--- config.mk ---
export PLATFORM = sky130hd
export DESIGN_NAME = matrix_row_streamer_flat
export DESIGN_NICKNAME = d
export VERILOG_FILES = /design/src/rtl/matrix_pkg.sv /design/src/rtl/matrix_row_streamer_if.sv /design/src/rtl/matrix_transpose_4x4.sv /design/src/rtl/matrix_row_streamer.sv /design/src/flat_wrapper.sv
export SDC_FILE = /design/constraint.sdc
export NUM_CORES = 1
export LEC_CHECK = 0
export CAP_MARGIN = 40
export CORE_MARGIN = 3
export CORE_UTILIZATION = 25
export CTS_CLUSTER_DIAMETER = 40
export DETAILED_ROUTE_END_ITERATION = 10
export DONT_BUFFER_PORTS = 1
export PLACE_DENSITY = 0.41
export SLEW_MARGIN = 20
export SYNTH_ARGS = -nofsm -noshare
export SYNTH_HDL_FRONTEND = slang
export SYNTH_SLANG_ARGS = --single-unit
--- constraint.sdc ---
create_clock -name clk -period 3.82 [get_ports clk]
set_clock_uncertainty 0.05 [all_clocks]
set_input_delay 0.573 -clock clk [delete_from_list [all_inputs] [get_ports clk]]
set_output_delay 0.573 -clock clk [all_outputs]
set_load 0.01 [all_outputs]
--- src/rtl/matrix_pkg.sv ---
// Shared definitions for the matrix row bus (matrix_ctrl, matrix_row_streamer).
package matrix_pkg;

  localparam int unsigned ELEM_W      = 32;
  localparam int unsigned MATRIX_ROWS = 4;
  localparam int unsigned ROW_W       = MATRIX_ROWS * ELEM_W;

  typedef enum logic {
    IDLE,
    STREAM
  } state_t;

  localparam logic MODE_MODELVIEW  = 1'b0;
  localparam logic MODE_PROJECTION = 1'b1;

endpackage

--- src/rtl/matrix_row_streamer_if.sv ---
// Matrix row bus: one 128-bit row per valid/ready handshake.
interface matrix_row_streamer_if #(
  parameter int unsigned ROW_W = matrix_pkg::ROW_W
);

  logic [ROW_W-1:0] row_out;
  logic             row_valid;
  logic             row_ready;
  logic [1:0]       row_idx;
  logic             row_last;

  modport master (
    output row_out,
    output row_valid,
    output row_idx,
    output row_last,
    input  row_ready
  );

  modport slave (
    input  row_out,
    input  row_valid,
    input  row_idx,
    input  row_last,
    output row_ready
  );

endinterface

--- src/rtl/matrix_transpose_4x4.sv ---
// 4x4 element transpose of four 128-bit rows (element 0 in the top 32 bits).
// Only compiled when MATRIX_STREAM_TRANSPOSE_EN is defined.
`ifdef MATRIX_STREAM_TRANSPOSE_EN
module matrix_transpose_4x4 #(
  parameter int unsigned ELEM_W = matrix_pkg::ELEM_W
) (
  input  logic [3:0][ELEM_W-1:0] rows_in  [4],
  output logic [3:0][ELEM_W-1:0] cols_out [4]
);

  // Element i of row r sits at packed index 3-i; column j collects element j of every row.
  always_comb begin
    cols_out = '{default: '0};
    for (int unsigned j = 0; j < 4; j++) begin
      for (int unsigned i = 0; i < 4; i++) begin
        cols_out[j][3-i] = rows_in[i][3-j];
      end
    end
  end

endmodule
`endif

--- src/rtl/matrix_row_streamer.sv ---
// Matrix row streamer: snapshots the four top-of-stack rows from matrix_ctrl
// on start and sends them one per handshake on the matrix row bus.
// Define MATRIX_STREAM_TRANSPOSE_EN to emit columns instead of rows.
module matrix_row_streamer #(
  parameter int unsigned ROW_W  = matrix_pkg::ROW_W,
  parameter int unsigned ELEM_W = matrix_pkg::ELEM_W
) (
  input  logic                   clk,
  input  logic                   rst,
  input  logic                   start,
  input  logic                   matrix_mode,
  input  logic [ROW_W-1:0]       peek_in_0,
  input  logic [ROW_W-1:0]       peek_in_1,
  input  logic [ROW_W-1:0]       peek_in_2,
  input  logic [ROW_W-1:0]       peek_in_3,
  matrix_row_streamer_if.master  row_bus,
  output logic                   mode_out,
  output logic                   busy,
  output logic                   done
);

  import matrix_pkg::MATRIX_ROWS;
  import matrix_pkg::state_t;
  import matrix_pkg::IDLE;
  import matrix_pkg::STREAM;
  import matrix_pkg::MODE_MODELVIEW;

  typedef logic [MATRIX_ROWS-1:0][ELEM_W-1:0] beat_t;

  state_t     state;
  state_t     state_next;
  beat_t      peek    [MATRIX_ROWS];
  beat_t      snap_in [MATRIX_ROWS];
  beat_t      snap    [MATRIX_ROWS];
  logic       capture;
  logic       advance;
  logic       finish;
  logic [1:0] row_idx_q;
  logic [1:0] row_idx_inc;
  logic [ROW_W-1:0] row_out_q;
  logic       row_last_q;

  assign peek[0] = peek_in_0;
  assign peek[1] = peek_in_1;
  assign peek[2] = peek_in_2;
  assign peek[3] = peek_in_3;

`ifdef MATRIX_STREAM_TRANSPOSE_EN
  matrix_transpose_4x4 #(
    .ELEM_W (ELEM_W)
  ) u_transpose (
    .rows_in  (peek),
    .cols_out (snap_in)
  );
`else
  assign snap_in = peek;
`endif

  assign row_idx_inc = row_idx_q + 2'd1;

  // Next state and one-cycle control strobes.
  always_comb begin
    state_next = state;
    capture    = 1'b0;
    advance    = 1'b0;
    finish     = 1'b0;
    case (state)
      IDLE: begin
        if (start) begin
          capture    = 1'b1;
          state_next = STREAM;
        end
      end
      STREAM: begin
        if (row_bus.row_ready) begin
          if (row_idx_q == 2'd3) begin
            finish     = 1'b1;
            state_next = IDLE;
          end else begin
            advance = 1'b1;
          end
        end
      end
      default: state_next = IDLE;
    endcase
  end

  // State register.
  always_ff @(posedge clk) begin
    if (rst) state <= IDLE;
    else     state <= state_next;
  end

  // Snapshot of the (optionally transposed) rows taken in the start cycle.
  always_ff @(posedge clk) begin
    if (rst)          snap <= '{default: '0};
    else if (capture) snap <= snap_in;
  end

  // Registered bus outputs; row_out is loaded ahead from the snapshot so it
  // never depends combinationally on row_ready.
  always_ff @(posedge clk) begin
    if (rst) begin
      row_out_q  <= '0;
      row_idx_q  <= '0;
      row_last_q <= 1'b0;
      mode_out   <= MODE_MODELVIEW;
      done       <= 1'b0;
    end else begin
      done <= finish;
      if (capture) begin
        row_out_q  <= snap_in[0];
        row_idx_q  <= '0;
        row_last_q <= 1'b0;
        mode_out   <= matrix_mode;
      end else if (advance) begin
        row_out_q  <= snap[row_idx_inc];
        row_idx_q  <= row_idx_inc;
        row_last_q <= (row_idx_inc == 2'd3);
      end else if (finish) begin
        row_idx_q  <= '0;
        row_last_q <= 1'b0;
      end
    end
  end

  assign row_bus.row_out   = row_out_q;
  assign row_bus.row_valid = (state == STREAM);
  assign row_bus.row_idx   = row_idx_q;
  assign row_bus.row_last  = row_last_q;
  assign busy              = (state == STREAM);

endmodule

--- src/flat_wrapper.sv ---
// flat-port wrapper written by rule: the top's interface ports become plain ports
module matrix_row_streamer_flat import matrix_pkg::MATRIX_ROWS; import matrix_pkg::state_t; import matrix_pkg::IDLE; import matrix_pkg::STREAM; import matrix_pkg::MODE_MODELVIEW;
#(
  parameter int unsigned ROW_W  = matrix_pkg::ROW_W,
  parameter int unsigned ELEM_W = matrix_pkg::ELEM_W
)
  (clk, rst, start, matrix_mode, peek_in_0, peek_in_1, peek_in_2, peek_in_3, mode_out, busy, done, row_bus_row_out, row_bus_row_valid, row_bus_row_idx, row_bus_row_last, row_bus_row_ready);
  matrix_row_streamer_if #(.ROW_W(ROW_W)) row_bus_i ();
  input  logic clk;
  input  logic rst;
  input  logic start;
  input  logic matrix_mode;
  input  logic [ROW_W-1:0] peek_in_0;
  input  logic [ROW_W-1:0] peek_in_1;
  input  logic [ROW_W-1:0] peek_in_2;
  input  logic [ROW_W-1:0] peek_in_3;
  output logic mode_out;
  output logic busy;
  output logic done;
  output wire logic [$bits(row_bus_i.row_out)-1:0] row_bus_row_out;
  output wire logic [$bits(row_bus_i.row_valid)-1:0] row_bus_row_valid;
  output wire logic [$bits(row_bus_i.row_idx)-1:0] row_bus_row_idx;
  output wire logic [$bits(row_bus_i.row_last)-1:0] row_bus_row_last;
  input wire logic [$bits(row_bus_i.row_ready)-1:0] row_bus_row_ready;
  assign row_bus_row_out = row_bus_i.row_out;
  assign row_bus_row_valid = row_bus_i.row_valid;
  assign row_bus_row_idx = row_bus_i.row_idx;
  assign row_bus_row_last = row_bus_i.row_last;
  assign row_bus_i.row_ready = row_bus_row_ready;
  matrix_row_streamer #(.ROW_W(ROW_W), .ELEM_W(ELEM_W)) u_core (.clk(clk), .rst(rst), .start(start), .matrix_mode(matrix_mode), .peek_in_0(peek_in_0), .peek_in_1(peek_in_1), .peek_in_2(peek_in_2), .peek_in_3(peek_in_3), .row_bus(row_bus_i), .mode_out(mode_out), .busy(busy), .done(done));
endmodule
==> results.cfg <==
[run_status]
status = completed

[routing]
drt-total-wl_um = 104000
drtIter0Drc = 1478
ant_nets = 0
first_pass_iters = 5
drc = 0
route.vias.total = 25000
vias_per_cell = 4.84
avgRoutedWirePerCell_um = 20.1

[power_and_ir_drop]
vdd_drop_max_mv = 0.346
p_leak_nw = 14.0
power.density_nw_per_um2 = 557

[floorplan]
fp.dieW_um = 337
rows = 120
initial_utilization_pct = 25.3
boundaryPins = 652
die_y_um = 337
core-area_um2 = 108000
die_area_um2 = 113000

[clock_tree]
hold_buffers = 495
cts_tree = yes
clock-root-buffer = clkbuf_16
cts_resized = 0
cts_htree_levels = 3
clock_latency_ns = 0.67
cts_made_buffers = 115
cts.clk_slew.worst_paths_ns = 0.05
postCtsSetupBuffers = 0
clk_path_buf_depth = 3
cts_sinks = 646

[critical_path]
critPathCaptureType = flip-flop
crit_arrival_ns = 3.41
cp_slowest_cell = nor2b_4
cp_data_required_time_ns = 4.37
max_stage_delay_ns = 0.68
crit_fanout = 55
ff2ff_setup_slack_ns = 0.96
crit_type = flip-flop to flip-flop
crit_chain = nor2b_4 > buf_12 > buf_12 > nand2_1 > a21oi_1 > dlygate4sd3_1
cp-start-kind = flip-flop
cpMostUsedCell = buf_12

[finish]
final_layout_size_suffix_gt1_share_pct = 14.1
fin_util_pct = 34.9
area_growth_pct = 37.8
fin_nets = 4167

[sta]
period_share_pct = 74.9
finalHoldViolCount = 0
worst_slew_pin_slew_ns = 0.905
fin_crit_ns = 2.86
fin_ws_ns = 0.960
max_freq_mhz = 350
setup_tns_ns = 0
slew_headroom_pct = 39.7
rsz0062_at_grt = false
drv_slew = 0
setup_viol = 0

[synthesis]
ys_seq_area_share_pct = 47.4
syn_inst = 3289
synth_nets = 3808
yosys_warnings = 0
syn_area_per_cell_um2 = 8.30
yosys_register_bits = 646
synth_cell_types = 27
synth_area_um2 = 27300

[place]
gp_congestion = 0.766
port_buffers = 0
dp_hpwl_um = 64800
dp_slack_ns = 1.22

[global_route]
grt_start_max_net_pins = 399
grt_pass1_wl_um = 155000
grt_antenna_before_repair = 15
grt_usage_pct = 17.4
grt_pass1_vias = 25500
grt-ovfl-total = 0

[hold_path]
hp-class = input pin to flip-flop

[job]
drv_cap = 0
## registers in the layout (all words and copies together), names as in the netlist
name                     cells
u_core.row_bus.row_out     128
u_core.done                  1
u_core.row_bus.row_last      1
u_core.busy                  1
u_core.snap                512
u_core.row_bus.row_idx       2
u_core.mode_out              1
## through the flow
step | instance area [µm²] | hold slack [ns] | std cells | total power, mW
after floorplan | 27300 | 0.383 | 3289 | 8.93
after global placement | 28300 | 0.389 | 4437 | 9.42
after detailed placement | 28400 | 0.393 | 4439 | 9.43
after CTS | 37600 | 0.000100 | 5150 | 21.2
after global routing | 37600 | 0.0256 | 5161 | 21.8
final | 37600 | 0.0559 | 5166 | 21.0
## power breakdown
part	switching (mW)	leakage (nW)	internal (mW)	total, mW
clock network	3.73	2.04	7.48	11.2
registers	0.399	5.31	7.22	7.62
logic	1.16	6.65	0.971	2.13
## per-layer routing
layer  vias up  global-route usage (%)  routed length, µm
met5         -                       0                 21
met1     12000                    22.1              45900
li1      12200                       -                  -
met2       688                    29.0              48900
met3       180                    3.94               5690
met4         4                    6.16               3090
## path summary, 6_finish.rpt
kind                         start               end  cells after the start
hold reg to reg   u_core.snap[461]  u_core.snap[461]                      2
setup / recovery       u_core.busy   u_core.mode_out                      6
setup reg to reg       u_core.busy   u_core.mode_out                      6
hold / removal       peek_in_2[99]  u_core.snap[227]                      2
## worst max-delay path, delay by kind of cell, from the launching register on
kind | cells | cell delay [ns]
buffers and inverters | 3 | 1.18
AO/OA/AOI/OAI | 1 | 0.14
flip-flops | 1 | 0.49
AND/OR/NAND/NOR | 2 | 0.79
## kinds of logic (layout without fill, tap and decap cells)
kind of cell | Yosys count | count (layout) | synth area share (%)
and+or+nand+nor | 1295 | 1295 | 19.1
other | 0 | 16 | 0
adders and majority gates | 2 | 2 | 0.0916
buffers and inverters | 316 | 774 | 5.74
AOI/OAI and AO/OA | 772 | 772 | 17.1
muxes | 258 | 258 | 10.6
DFF | 646 | 646 | 47.4
## Yosys cell counts, drive strengths merged
cell type / instances / share of area, %
nand2: 1028 / 14
dfxtp: 646 / 47
a21oi: 515 / 9.4
mux2: 256 / 11
nand3: 256 / 4.7
buf: 173 / 3.8
clkbuf: 141 / 2.0
a41oi: 127 / 4.1
o31ai: 127 / 3.5
nor3: 4 / 0.073
ha: 2 / 0.092
inv: 2 / 0.027
mux2i: 2 / 0.073
nor2: 2 / 0.028
a311oi: 1 / 0.032
and3b: 1 / 0.032
and4b: 1 / 0.037
nand2b: 1 / 0.023
nor2b: 1 / 0.023
nor3b: 1 / 0.028
o21ai: 1 / 0.060
o22ai: 1 / 0.023
## placed cells by master, fill, tap and decap left out, drive strengths merged, types with 2 or more instances in the layout
cell type / count
bufinv: 23
nor2: 2
clkinvlp: 17
nor3: 4
a21oi: 515
nand3: 256
o31ai: 127
clkinv: 24
mux2: 256
clkbuf: 145
dlygate4sd3: 494
inv: 9
mux2i: 2
nand2: 1028
diode: 16
dfxtp: 646
buf: 62
ha: 2
a41oi: 127
## final cells by class
class	instances	area, µm²
Fill cell	11200	70200
Sequential cell	646	12900
Multi-Input combinational cell	2327	12800
Timing Repair Buffer	556	5780
Clock buffer	145	3190
Tap cell	1403	1760
Clock inverter	71	1070
Antenna cell	16	40.0
Inverter	2	17.5
(Power assumes the default switching activity.)
